===== src/rtl/distribucion_pkg.sv =====
// Shared types and constants for the switching-signal distributor.
package distribucion_pkg;

    typedef enum logic [1:0] {
        INACTIVO = 2'd0,
        ACTIVO   = 2'd1,
        MUERTO   = 2'd2
    } estado_t;

    localparam int CONT_W      = 8;
    localparam int MAX_CANALES = 16;

endpackage


===== src/rtl/distribucion_salida_n_contador_tiempo_muerto.sv =====
// Loadable dead-time down-counter; done marks the last dead cycle (value == 1).
module contador_tiempo_muerto
    import distribucion_pkg::*;
#(
    parameter int W = CONT_W
) (
    input  logic         clk,
    input  logic         rst_n,
    input  logic         load,
    input  logic         clear,
    input  logic [W-1:0] load_value,
    output logic [W-1:0] value,
    output logic         done
);

    logic [W-1:0] value_q;
    logic [W-1:0] value_d;

    always_comb begin
        value_d = value_q;
        if (load) begin
            value_d = load_value;
        end else if (clear) begin
            value_d = '0;
        end else if (value_q != '0) begin
            value_d = value_q - W'(1);
        end
    end

    always_ff @(posedge clk or negedge rst_n) begin
        if (!rst_n) begin
            value_q <= '0;
        end else begin
            value_q <= value_d;
        end
    end

    assign value = value_q;
    assign done  = (value_q == W'(1));

endmodule


===== src/rtl/distribucion_salida_n.sv =====
// Routes one switching signal to one of NUM_CANALES registered outputs with break-before-make dead time.
// Optional macro SYNC_ENTRADA_EN adds a 2-flop input synchroniser (latency 3 instead of 1).
module distribucion_salida_n
    import distribucion_pkg::*;
#(
    parameter int NUM_CANALES   = 4,
    parameter int SEL_W         = $clog2(NUM_CANALES),
    parameter int TIEMPO_MUERTO = 8,
    parameter int CANAL_RESET   = 0
) (
    input  logic                   clk,
    input  logic                   rst_n,
    input  logic                   enable,
    input  logic                   in_signal_conmutacion,
    input  logic [SEL_W-1:0]       select_salida,
    input  logic                   sel_valid,
    output logic [NUM_CANALES-1:0] out_signal_conmutacion,
    output logic [SEL_W-1:0]       canal_activo,
    output logic                   busy,
    output logic                   sel_error
);

    estado_t                estado_q, estado_d;
    logic [SEL_W-1:0]       canal_q, canal_d;
    logic [NUM_CANALES-1:0] out_q, out_d;
    logic                   busy_q, busy_d;
    logic                   sel_error_q, sel_error_d;
    logic                   in_eff;
    logic                   sel_ok;
    logic                   cont_load, cont_clear, cont_done;
    logic [CONT_W-1:0]      cont_value;

`ifdef SYNC_ENTRADA_EN
    logic [1:0] sync_q;

    always_ff @(posedge clk or negedge rst_n) begin
        if (!rst_n) begin
            sync_q <= '0;
        end else begin
            sync_q <= {sync_q[0], in_signal_conmutacion};
        end
    end

    assign in_eff = sync_q[1];
`else
    assign in_eff = in_signal_conmutacion;
`endif

    contador_tiempo_muerto #(.W(CONT_W)) u_contador (
        .clk        (clk),
        .rst_n      (rst_n),
        .load       (cont_load),
        .clear      (cont_clear),
        .load_value (CONT_W'(TIEMPO_MUERTO)),
        .value      (cont_value),
        .done       (cont_done)
    );

    assign sel_ok = sel_valid && (int'(select_salida) < NUM_CANALES);

    // Outputs are derived from the next state so the new channel appears on the same edge the dead time ends.
    always_comb begin
        estado_d    = estado_q;
        canal_d     = canal_q;
        cont_load   = 1'b0;
        sel_error_d = sel_valid && !sel_ok;

        if (!enable) begin
            estado_d = INACTIVO;
            if (sel_ok) canal_d = select_salida;
        end else begin
            case (estado_q)
                INACTIVO: begin
                    estado_d = ACTIVO;
                    if (sel_ok) canal_d = select_salida;
                end
                ACTIVO: begin
                    if (sel_ok && (select_salida != canal_q)) begin
                        canal_d   = select_salida;
                        cont_load = 1'b1;
                        estado_d  = MUERTO;
                    end
                end
                MUERTO: begin
                    if (sel_ok) begin
                        canal_d   = select_salida;
                        cont_load = 1'b1;
                    end else if (cont_done || (cont_value == '0)) begin
                        estado_d = ACTIVO;
                    end
                end
                default: estado_d = INACTIVO;
            endcase
        end

        cont_clear = (estado_d != MUERTO);
        busy_d     = (estado_d == MUERTO);
        out_d      = '0;
        if (estado_d == ACTIVO) out_d[canal_d] = in_eff;
    end

    always_ff @(posedge clk or negedge rst_n) begin
        if (!rst_n) begin
            estado_q    <= INACTIVO;
            canal_q     <= SEL_W'(CANAL_RESET);
            out_q       <= '0;
            busy_q      <= 1'b0;
            sel_error_q <= 1'b0;
        end else begin
            estado_q    <= estado_d;
            canal_q     <= canal_d;
            out_q       <= out_d;
            busy_q      <= busy_d;
            sel_error_q <= sel_error_d;
        end
    end

    assign out_signal_conmutacion = out_q;
    assign canal_activo           = canal_q;
    assign busy                   = busy_q;
    assign sel_error              = sel_error_q;

endmodule


===== config.mk =====
export PLATFORM = sky130hd
export DESIGN_NAME = distribucion_salida_n
export DESIGN_NICKNAME = d
export VERILOG_FILES = /design/src/rtl/distribucion_pkg.sv /design/src/rtl/distribucion_salida_n_contador_tiempo_muerto.sv /design/src/rtl/distribucion_salida_n.sv
export SDC_FILE = /design/constraint.sdc
export NUM_CORES = 1
export LEC_CHECK = 0
export BUFFER_PORTS_ARGS = -buffer_cell sky130_fd_sc_hd__buf_2
export CAP_MARGIN = 30
export CORE_UTILIZATION = 54
export CTS_CLUSTER_DIAMETER = 40
export DETAILED_ROUTE_END_ITERATION = 8
export PLACE_DENSITY = 0.8
export SYNTH_ARGS = -nofsm -noshare
export SYNTH_HDL_FRONTEND = slang
export SYNTH_SLANG_ARGS = --single-unit

===== constraint.sdc =====
create_clock -name clk -period 3.02 [get_ports clk]
set_input_delay 0.755 -clock clk [delete_from_list [all_inputs] [get_ports clk]]
set_output_delay 0.755 -clock clk [all_outputs]
set_load 0.02 [all_outputs]

## Yosys cells after proc, flatten, opt, wreduce, memory -nomap -nowiden

Cells that the tools add are included.

- Register bits after elaboration: 17
- Latch bits: 0
- Memory bits (writable): 0
- Bits in read-only memories: 0
- Input port bits: 7
- Output and inout bits: 8
- Logic and storage cells: 43
- Memories kept: 0

- Add/sub/neg operators: 1
- Multiply operators: 0
- Divide/modulo/power cells: 0
- Magnitude comparators: 2
- Equality and inequality tests: 7
- Shift operators: 0
- Mux-type cells: 19
- Bitwise operators: 1
- Reductions and logical operators: 8

Operator list:

| cell | number |
|---|---|
| $mux W8 | 3 |
| $mux W2 | 7 |
| $eq A8 B1 Y1 const B | 1 |
| $logic_not A8 Y1 | 1 |
| $reduce_bool A8 Y1 | 1 |
| $sub A8 B1 Y8 const B | 1 |
| $pmux W2 S3 | 1 |
| $and A4 B4 Y4 | 1 |
| $eq A2 B1 Y1 const B | 2 |
| $eq A2 B2 Y1 const B | 2 |
| $mux W1 | 4 |
| $mux W4 | 1 |
| $pmux W2 S2 | 1 |
| $lt A2 B3 Y1 const B | 1 |
| $reduce_bool A3 Y1 | 1 |
| $demux W1 S2 | 1 |
| $ge A2 B1 Y1 const B | 1 |
| $logic_and A1 B1 Y1 | 2 |
| $logic_not A2 Y1 | 1 |
| $ne A2 B2 Y1 | 1 |
| $ne A2 B2 Y1 const B | 1 |
| $pmux W1 S2 | 1 |
| $reduce_or A2 Y1 | 1 |
| $logic_or A1 B1 Y1 | 1 |

## Logic depth before layout (Yosys ltp)

Gate-level depths: netlist of run 1.

- Word-level depth: 11
- Gate-level depth with buffers: 7
- Gate-level depth less buffers: 7

## Hierarchy

A second synthesis of run 1 with hierarchy kept.

- Cell total of the unflattened synthesis: 118
- Area, all modules: 1111.1 um2

Modules (own cells, without submodules):

| module | times used | cells an instance | area an instance (um2) | sequential area each (um2) |
|---|---|---|---|---|
| distribucion_salida_n | 1 | 60 | 578.1 | 225.2 |
| contador_tiempo_muerto | 1 | 58 | 533.0 | 200.2 |

## Worst setup path after synthesis of run 1

OpenSTA, ideal clock, no wires.

- Path type: register -> register
- From: register u_contador.value_q[5], in the netlist u_contador.value[5]
- To: register out_q[3], in the netlist out_signal_conmutacion[3]
- Arrival: 2119 ps
- Required time: 2924 ps
- Path slack: 806 ps
- Cell stages (with the launch flop): 6
- Buffers on the path: 0
- Period minus slack after synthesis: 2214 ps
- Path through: dfrtp_1 > or4_1 > o41a_1 > or3_1 > a221o_1 > nor4_2

- Longest elaborated chain between the ends: 8
- Elaborated cells on any way between the ends: 9
- Classes of those cells: eq/ne (2); mux (5); reduce/logical (2)

Ends and longest elaborated chain:

| what | RTL line | source |
|---|---|---|
| from (decl) | distribucion_salida_n_contador_tiempo_muerto.sv:16 | `logic [W-1:0] value_q;` |
| from (signal assigned) | distribucion_salida_n_contador_tiempo_muerto.sv:34 | `value_q <= value_d;` |
| $eq A8 B1 Y1 / $logic_not A8 Y1 (equally long branches) | distribucion_salida_n_contador_tiempo_muerto.sv:39, distribucion_salida_n.sv:88 |  |
| $logic_or A1 B1 Y1 (*) | distribucion_salida_n.sv:88 | `end else if (cont_done \|\| (cont_value == '0)) begin` |
| $mux W2 (*) | distribucion_salida_n.sv:88 |  |
| $mux W2 (*) | distribucion_salida_n.sv:85 | `if (sel_ok) begin` |
| $pmux W2 S3 (*) | distribucion_salida_n.sv:72 | `case (estado_q)` |
| $mux W2 (*) | distribucion_salida_n.sv:68 | `if (!enable) begin` |
| $eq A2 B1 Y1 (*) | distribucion_salida_n.sv:99 | `if (estado_d == ACTIVO) out_d[canal_d] = in_eff;` |
| $mux W4 (*) | distribucion_salida_n.sv:99 |  |
| named net out_d[3] | distribucion_salida_n.sv:25 | `logic [NUM_CANALES-1:0] out_q, out_d;` |
| to (signal assigned) | distribucion_salida_n.sv:112 | `out_q <= out_d;` |
| to (decl) | distribucion_salida_n.sv:25 |  |

The timed path passes the listed nets; every way through them passes the cells marked *.
A chain may end at the register's enable or synchronous reset.

## Worst setup path after layout of run 1

Same ends and word-level chain as after synthesis.

==> run summary, run 1 <==
The mean cell area of the mapped netlist came out at 9.439 um^2. For this block, the routed nets add up to 1784 um of wire. The initial core utilization is 60.99%. The post-CTS setup repair buffer count came out at 0. The number of buffers added on ports is 13. The worst setup path endpoint is out_signal_conmutacion[3]. The floorplan step set the die width to 44.43 um.

The tree built by TritonCTS fans out to 17 sinks. The actual slew at the worst max-slew pin is 0.7057 ns. The number of instances in the synthesized netlist came out at 103. The count of hold buffers inserted by post-cts repair is 0. The post-synthesis cell area is 972.2 um^2.

The unique cell type count in the Yosys netlist is 37. Synthesis produced a netlist with a net count of 117. Detailed routing inserted a total of 775 vias. The worst-path maximum fanout is 4.

At the end of routability-driven placement, the weighted congestion stood at 0.8697. The clock transition at the register clock pins on the worst setup and hold paths after CTS is 0.11 ns. The max-slew violation count is 0. The number of placed I/O pins is 15. The tool flagged a number of max-cap violations equal to 0.

TritonCTS built the clock tree. The number of nets in the final layout came out at 134. The post-route netlist has 17.65% of its cells at a drive strength greater than 1. The flow ran to the end, and the final reports show no timing, DRC or antenna violations. The number of detailed-route iterations in the first pass came out at 5. STA classifies the critical path endpoint as a flip-flop. The relative max-transition margin is 52.52%. The worst clock skew came out at 0.002978 ns. The vertical die dimension came out at 44.43 um. The final worst-path cycle share came out at 78.08%.

The first global-routing pass estimated 3036 um of wire. The power after layout came out at 0.4665 mW. For the finished layout, the period the worst path requires is 2.358 ns. The endpoint identified for the worst register-to-register timing path is out_signal_conmutacion[3]. The die outline area came out at 1974 um^2. After the first detailed-routing iteration, the DRC count stood at 16. The number of non-filler instances in the completed layout came out at 143. The origin of the worst setup path is u_contador.value[5]. The placed cell count is 139. The number of buffers created by CTS is 3. The min-delay analysis places its worst path in the category primary input to asynchronous set/reset pin. The final sum of negative setup slack came out at 0 ns.

The total DRC errors in the routed layout is 0. The largest net degree at the start of global routing came out at 18. The global route total overflow came out at 0. The average vias per placed instance came out at 5.420. The number of cell rows is 14. The placed instances occupy a cell area of 1060 um^2. The number of failing setup endpoints in the final timing report came out at 0.

The detailed-route wire length per cell is 12.48 um. For this run, the number of Yosys warnings is 0. The placeable core region came out at 1594 um^2. The worst-case IR drop observed on VDD is 431.2 uV. CTS built an H-tree with a depth of 1. The number of filler cells placed in the layout came out at 130. The arrival time reported for the critical path endpoint is 2.57 ns. The number of cell instances on the worst register-to-register path is 5. The maximum count of clock buffers along a single path is 2.

Summing all non-filler instances in the final layout gives an area of 1090 um^2. The final hold violation count is 0. The number of antenna diodes in the final layout is 0. In the global route stage, overall resource usage came out at 21.69%. After clock tree synthesis, the repair step resized 0 gates.

The sequential fraction of the synthesis area is 43.76%. The required arrival time at the worst endpoint came out at 3.23 ns. The type of origin of the critical path is a flip-flop.

The number of storage elements in the synthesis netlist came out at 17. From synthesis to final layout, the design area changed by 12.10%. The half-perimeter wire length of the detailed placement result is 1389 um. In this run the register-to-register setup slack is 0.66 ns. The tree is rooted in a clkbuf_4. Power spread over the standard cell area amounts to 428.1 nW/um^2.

The number of global-route vias before repair is 700. By startpoint and endpoint, the worst setup path is classified as flip-flop to flip-flop. The count of nets left with antenna violations after detail routing came out at 0. The clock latency reported for the late side of the worst-skew pair came out at 0.30 ns. The initial antenna violation count is 0. Setup repair after global routing left no endpoint under its margin. The achievable frequency is 424.1 MHz.

The beginning of the worst register-to-register path is u_contador.value[5]. The leakage power came out at 0.5333 nW.
[kinds of logic (layout without fill, tap and decap cells)]
kind of cell / count (synthesis) / in the layout / synth area share [%]
mux: 2 / 2 / 2.059
simple gates: 42 / 42 / 21.75
other cells: 1 / 1 / 0.3857
compound gates: 20 / 20 / 14.67
buf+inv: 9 / 25 / 3.861
xor+xnor: 5 / 5 / 4.504
flops: 17 / 17 / 43.76
fa+ha+maj: 7 / 7 / 9.009
[stage by stage]
step / utilization [%] / hold WS [ns] / setup slack, ns
global route: 68.37 / 0.3787 / 0.5683
CTS: 68.37 / 0.3675 / 0.6617
floorplan: - / 0.4594 / 0.8056
finish: 68.37 / 0.3496 / 0.6620
global placement: 66.48 / 0.5488 / 0.6987
detailed placement: 66.48 / 0.5542 / 0.6486
[placed cells by master, fill, tap and decap left out]
cell type and count:
inv_1 8, o31ai_1 1, xnor2_1 1, mux2i_1 2
o21bai_1 1, clkbuf_4 3, o41a_1 1, o21ai_0 2
a211oi_1 1, nor2b_1 1, buf_2 13, or3_1 1
a211o_1 1, xor2_1 4, nand4_1 2, or4_2 1
a21oi_1 6, o211ai_1 1, conb_1 1, nand3_1 1
nand2b_1 2, a221o_1 1, or4_1 1, o21a_1 1
a31oi_1 1, ha_1 7, nor2_1 15, nand2_1 9
nor4_1 2, and2_1 1, or3b_2 1, nand3b_1 1
dfrtp_1 17, a21boi_0 1, nor3_1 3, o211a_1 1
clkinvlp_4 1, nor4_2 1, o221a_2 1
[metal layers]
metal / GRT usage (%) / part of all wire [%]
met1: 27.15 / 46
met2: 36.76 / 49
met3: 5.306 / 4.2
met4: 7.273 / 1.1
met5: 0 / 0
[cell usage after synthesis, drive strengths merged]
cell | number | area (um^2)
a211o | 1 | 8.760
a211oi | 1 | 7.510
a21boi | 1 | 7.510
a21oi | 6 | 30.03
a221o | 1 | 10.01
a31oi | 1 | 6.260
and2 | 1 | 6.260
buf | 1 | 7.510
conb | 1 | 3.750
dfrtp | 17 | 425.4
ha | 7 | 87.58
inv | 8 | 30.03
mux2i | 2 | 20.02
nand2 | 9 | 33.78
nand2b | 2 | 12.51
nand3 | 1 | 5.000
nand3b | 1 | 7.510
nand4 | 2 | 12.51
nor2 | 15 | 56.30
nor2b | 1 | 6.260
nor3 | 3 | 15.01
nor4 | 3 | 25.02
o211a | 1 | 10.01
o211ai | 1 | 7.510
o21a | 1 | 7.510
o21ai | 2 | 10.01
o21bai | 1 | 7.510
o221a | 1 | 11.26
o31ai | 1 | 7.510
o41a | 1 | 11.26
or3 | 1 | 6.260
or3b | 1 | 8.760
or4 | 2 | 16.27
xnor2 | 1 | 8.760
xor2 | 4 | 35.03
[worst min path at each step]
| stage | start | to | slack, ns | cells past startpoint |
|---|---|---|---|---|
| floorplan | rst_n | busy | 0.46 | 0 |
| global placement | u_contador.value[5] | u_contador.value[5] | 0.55 | 2 |
| detailed placement | u_contador.value[5] | u_contador.value[5] | 0.55 | 2 |
| CTS | rst_n | canal_activo[0] | 0.37 | 1 |
| global route | rst_n | canal_activo[0] | 0.38 | 1 |
| finish | rst_n | u_contador.value[7] | 0.35 | 1 |
[report_power, final]
part / switching, mW / internal, mW
logic: 0.0589 / 0.0333
clock network: 0.0785 / 0.0505
registers: 0.00794 / 0.237
[worst max-delay path, stage by stage, from the launching register on]
cell,delay [ns]
dfrtp_1,0.42
or4_1,0.55
o41a_1,0.41
or3_1,0.34
a221o_1,0.41
nor4_2,0.14
[cell type report]
type	instances	area, um^2	area share [%]
Timing Repair Buffer	13	65.06	5.970
Clock buffer	3	22.52	2.067
Sequential cell	17	425.4	39.04
Tap cell	24	30.03	2.755
Clock inverter	1	7.507	0.6889
Multi-Input combinational cell	77	509.2	46.73
Inverter	8	30.03	2.755
[flip-flops by register name, indices dropped and copies added, names as in the netlist]
signal	flops
busy	1
canal_activo	2
out_signal_conmutacion	4
estado_q	2
u_contador.value	8
(Power assumes the default switching activity.)
==> inputs of run 2 (changes only) <==
CORE_UTILIZATION = 49   (was 54)
PLACE_DENSITY = 0.77   (was 0.8)
clock period = 2 ns   (was 3.02 ns; I/O delays follow)
==> run summary, run 2 (synthesis results as in run 1) <==
The flow ran to the end, but the final reports show violations. The checks that failed: setup timing. In the final layout, flip-flops and latches occupy 425.4 um^2. The number of placed I/O pins is 15. The largest net degree at the start of global routing is 18. The number of filler cells placed in the layout came out at 142. Of all nets on the critical path, the largest fanout is 4. The number of buffers added on ports is 13. The number of max-cap violations is 0. The total DRC errors in the routed layout came out at 0.

The initial core utilization is 53.96%. The number of global-route vias before repair is 836. IR analysis of the VDD net gives a maximum drop of 586.5 uV. The worst setup margin is -0.2103 ns. The number of non-filler instances in the completed layout is 163. Data on the critical path is required at its endpoint by 2.21 ns. In the layout the commonest cells are 17 x dfrtp_1, 17 x buf_4, 14 x nor2_1.

The final core area utilization is 70.49%. Global routing finished with a remaining overflow of 0. The root buffer cell is clkbuf_4.

The arrival time reported for the critical path endpoint came out at 2.42 ns. The post-detailed-placement cell area is 1189 um^2. Headroom to the max-slew limit came out at 62.54%. The maximum count of clock buffers along a single path is 2. The clock transition at the register clock pins on the worst setup and hold paths after CTS is 0.10 ns. The core region is 1802 um^2. The post-route minimum period came out at 2.210 ns.

The clock latency reported for the late side of the worst-skew pair came out at 0.30 ns. The area growth from synthesis to layout came out at 30.63%. The floorplan step defined a die boundary enclosing 2166 um^2. Routability-driven placement finished with a final weighted congestion of 0.8725. The number of antenna diodes in the final layout is 0.

The number of nets in the final layout came out at 153. For this design the ratio of total power to cell area is 571.6 nW/um^2. STA classifies the critical path endpoint as a flip-flop. The number of cell instances on the worst register-to-register path came out at 5.

The register with the most flip-flops in the layout has 8 of them. The placed cell count came out at 157. The final worst-path cycle share came out at 110.5%.

The final sum of negative setup slack is -0.8604 ns. The leakage power is 0.6366 nW. The wire-length estimate of the detail-placed layout is 1620 um. The via count of the routed design came out at 860. The actual slew at the worst max-slew pin came out at 0.5560 ns. The summed area of non-filler cells in the final layout is 1270 um^2. The number of H-tree branching levels came out at 1. The detail route stage leaves a number of antenna-violating nets equal to 0. The initial antenna violation count is 0.

The first global-routing pass estimated 3450 um of wire. Dividing the detail-routed via count by the number of cells gives 5.276. The floorplan has 15 rows.

The horizontal die dimension is 46.54 um. Setup repair after global routing could not meet its margin everywhere. The placement-stage worst setup slack is -0.1973 ns. The max-slew violation count is 0. The total track usage is 23.40%. The first routing iteration left 11 violations.

The vertical die dimension is 46.54 um. In this run the worst hold path is classified as primary input to asynchronous set/reset pin. The TritonCTS clock tree is yes. The critical path is of the flip-flop to flip-flop type.

The worst clock skew is 0.004502 ns. The final hold violation count was 0. The share of layout cells above drive strength 1 came out at 33.33%. The number of detailed-route iterations in the first pass is 4.

The detailed-route wire length per cell came out at 13.31 um. The total routed wirelength came out at 2169 um. Timing would allow up to 452.4 MHz. TritonCTS created 3 clock buffers. STA classifies the critical path startpoint as a flip-flop.

The number of sinks handled by clock tree synthesis is 17. The number of failing setup endpoints in the final timing report came out at 6. The area occupied by multi-input gates came out at 540.5 um^2.
## run 2: path summary, 6_finish.rpt
kind,start,to,slack (ns)
setup / recovery,u_contador.value[5],out_signal_conmutacion[3],-0.21
hold / removal,rst_n,u_contador.value[6],0.11
setup reg to reg,u_contador.value[5],out_signal_conmutacion[3],-0.21
hold reg to reg,u_contador.value[6],u_contador.value[6],0.61
max in group asynchronous,rst_n,out_signal_conmutacion[2],1.61
min in group clk,enable,u_contador.value[3],0.54
## run 2: report_power, final
part	switching, mW	internal (mW)	total, mW
logic	0.100	0.0661	0.166
clock network	0.115	0.0746	0.190
registers	0.0114	0.359	0.370
total	0.227	0.499	0.726
## run 2: final cells by class
class / instances / share of cell area [%]
Clock buffer: 3 / 1.773
Clock inverter: 1 / 0.3941
Inverter: 8 / 2.365
Multi-Input combinational cell: 77 / 42.56
Sequential cell: 17 / 33.50
Tap cell: 25 / 2.463
Timing Repair Buffer: 32 / 16.95
## run 2: what timing repair did
| action | CTS | global route |
|---|---|---|
| endpoints found under the setup margin | 4 | 11 |
| resized for setup | 3 | 6 |
| pin swaps | 2 | 3 |
| hold buffers | 0 | 0 |
| buffers inserted | 1 | 1 |
| hold endpoints to repair | 0 | 0 |
## run 2: worst max-delay path, stage by stage (launching register included)
cell	delay (ns)
dfrtp_1	0.39
or4_4	0.54
o41a_1	0.34
or3_4	0.34
a221o_1	0.38
nor4_2	0.14
## run 2: through the flow
| step | hold slack, ns | total power [mW] |
|---|---|---|
| 6_report | 0.1075 | 0.7259 |
| 5_1_grt | 0.1322 | 0.7618 |
| 2_1_floorplan | 0.2044 | 0.4748 |
| 3_3_place_gp | 0.4331 | 0.5292 |
| 4_1_cts | 0.1147 | 0.7223 |
| 3_5_place_dp | 0.4395 | 0.5335 |
## run 2: layer usage
| metal | part of all wire (%) | routed length (um) | GRT usage, % |
|---|---|---|---|
| met1 | 44 | 965 | 27.01 |
| met5 | 0 | 0 | 0 |
| met2 | 50 | 1084 | 41.39 |
| met4 | 1.9 | 41 | 10.59 |
| met3 | 3.6 | 78 | 3.922 |
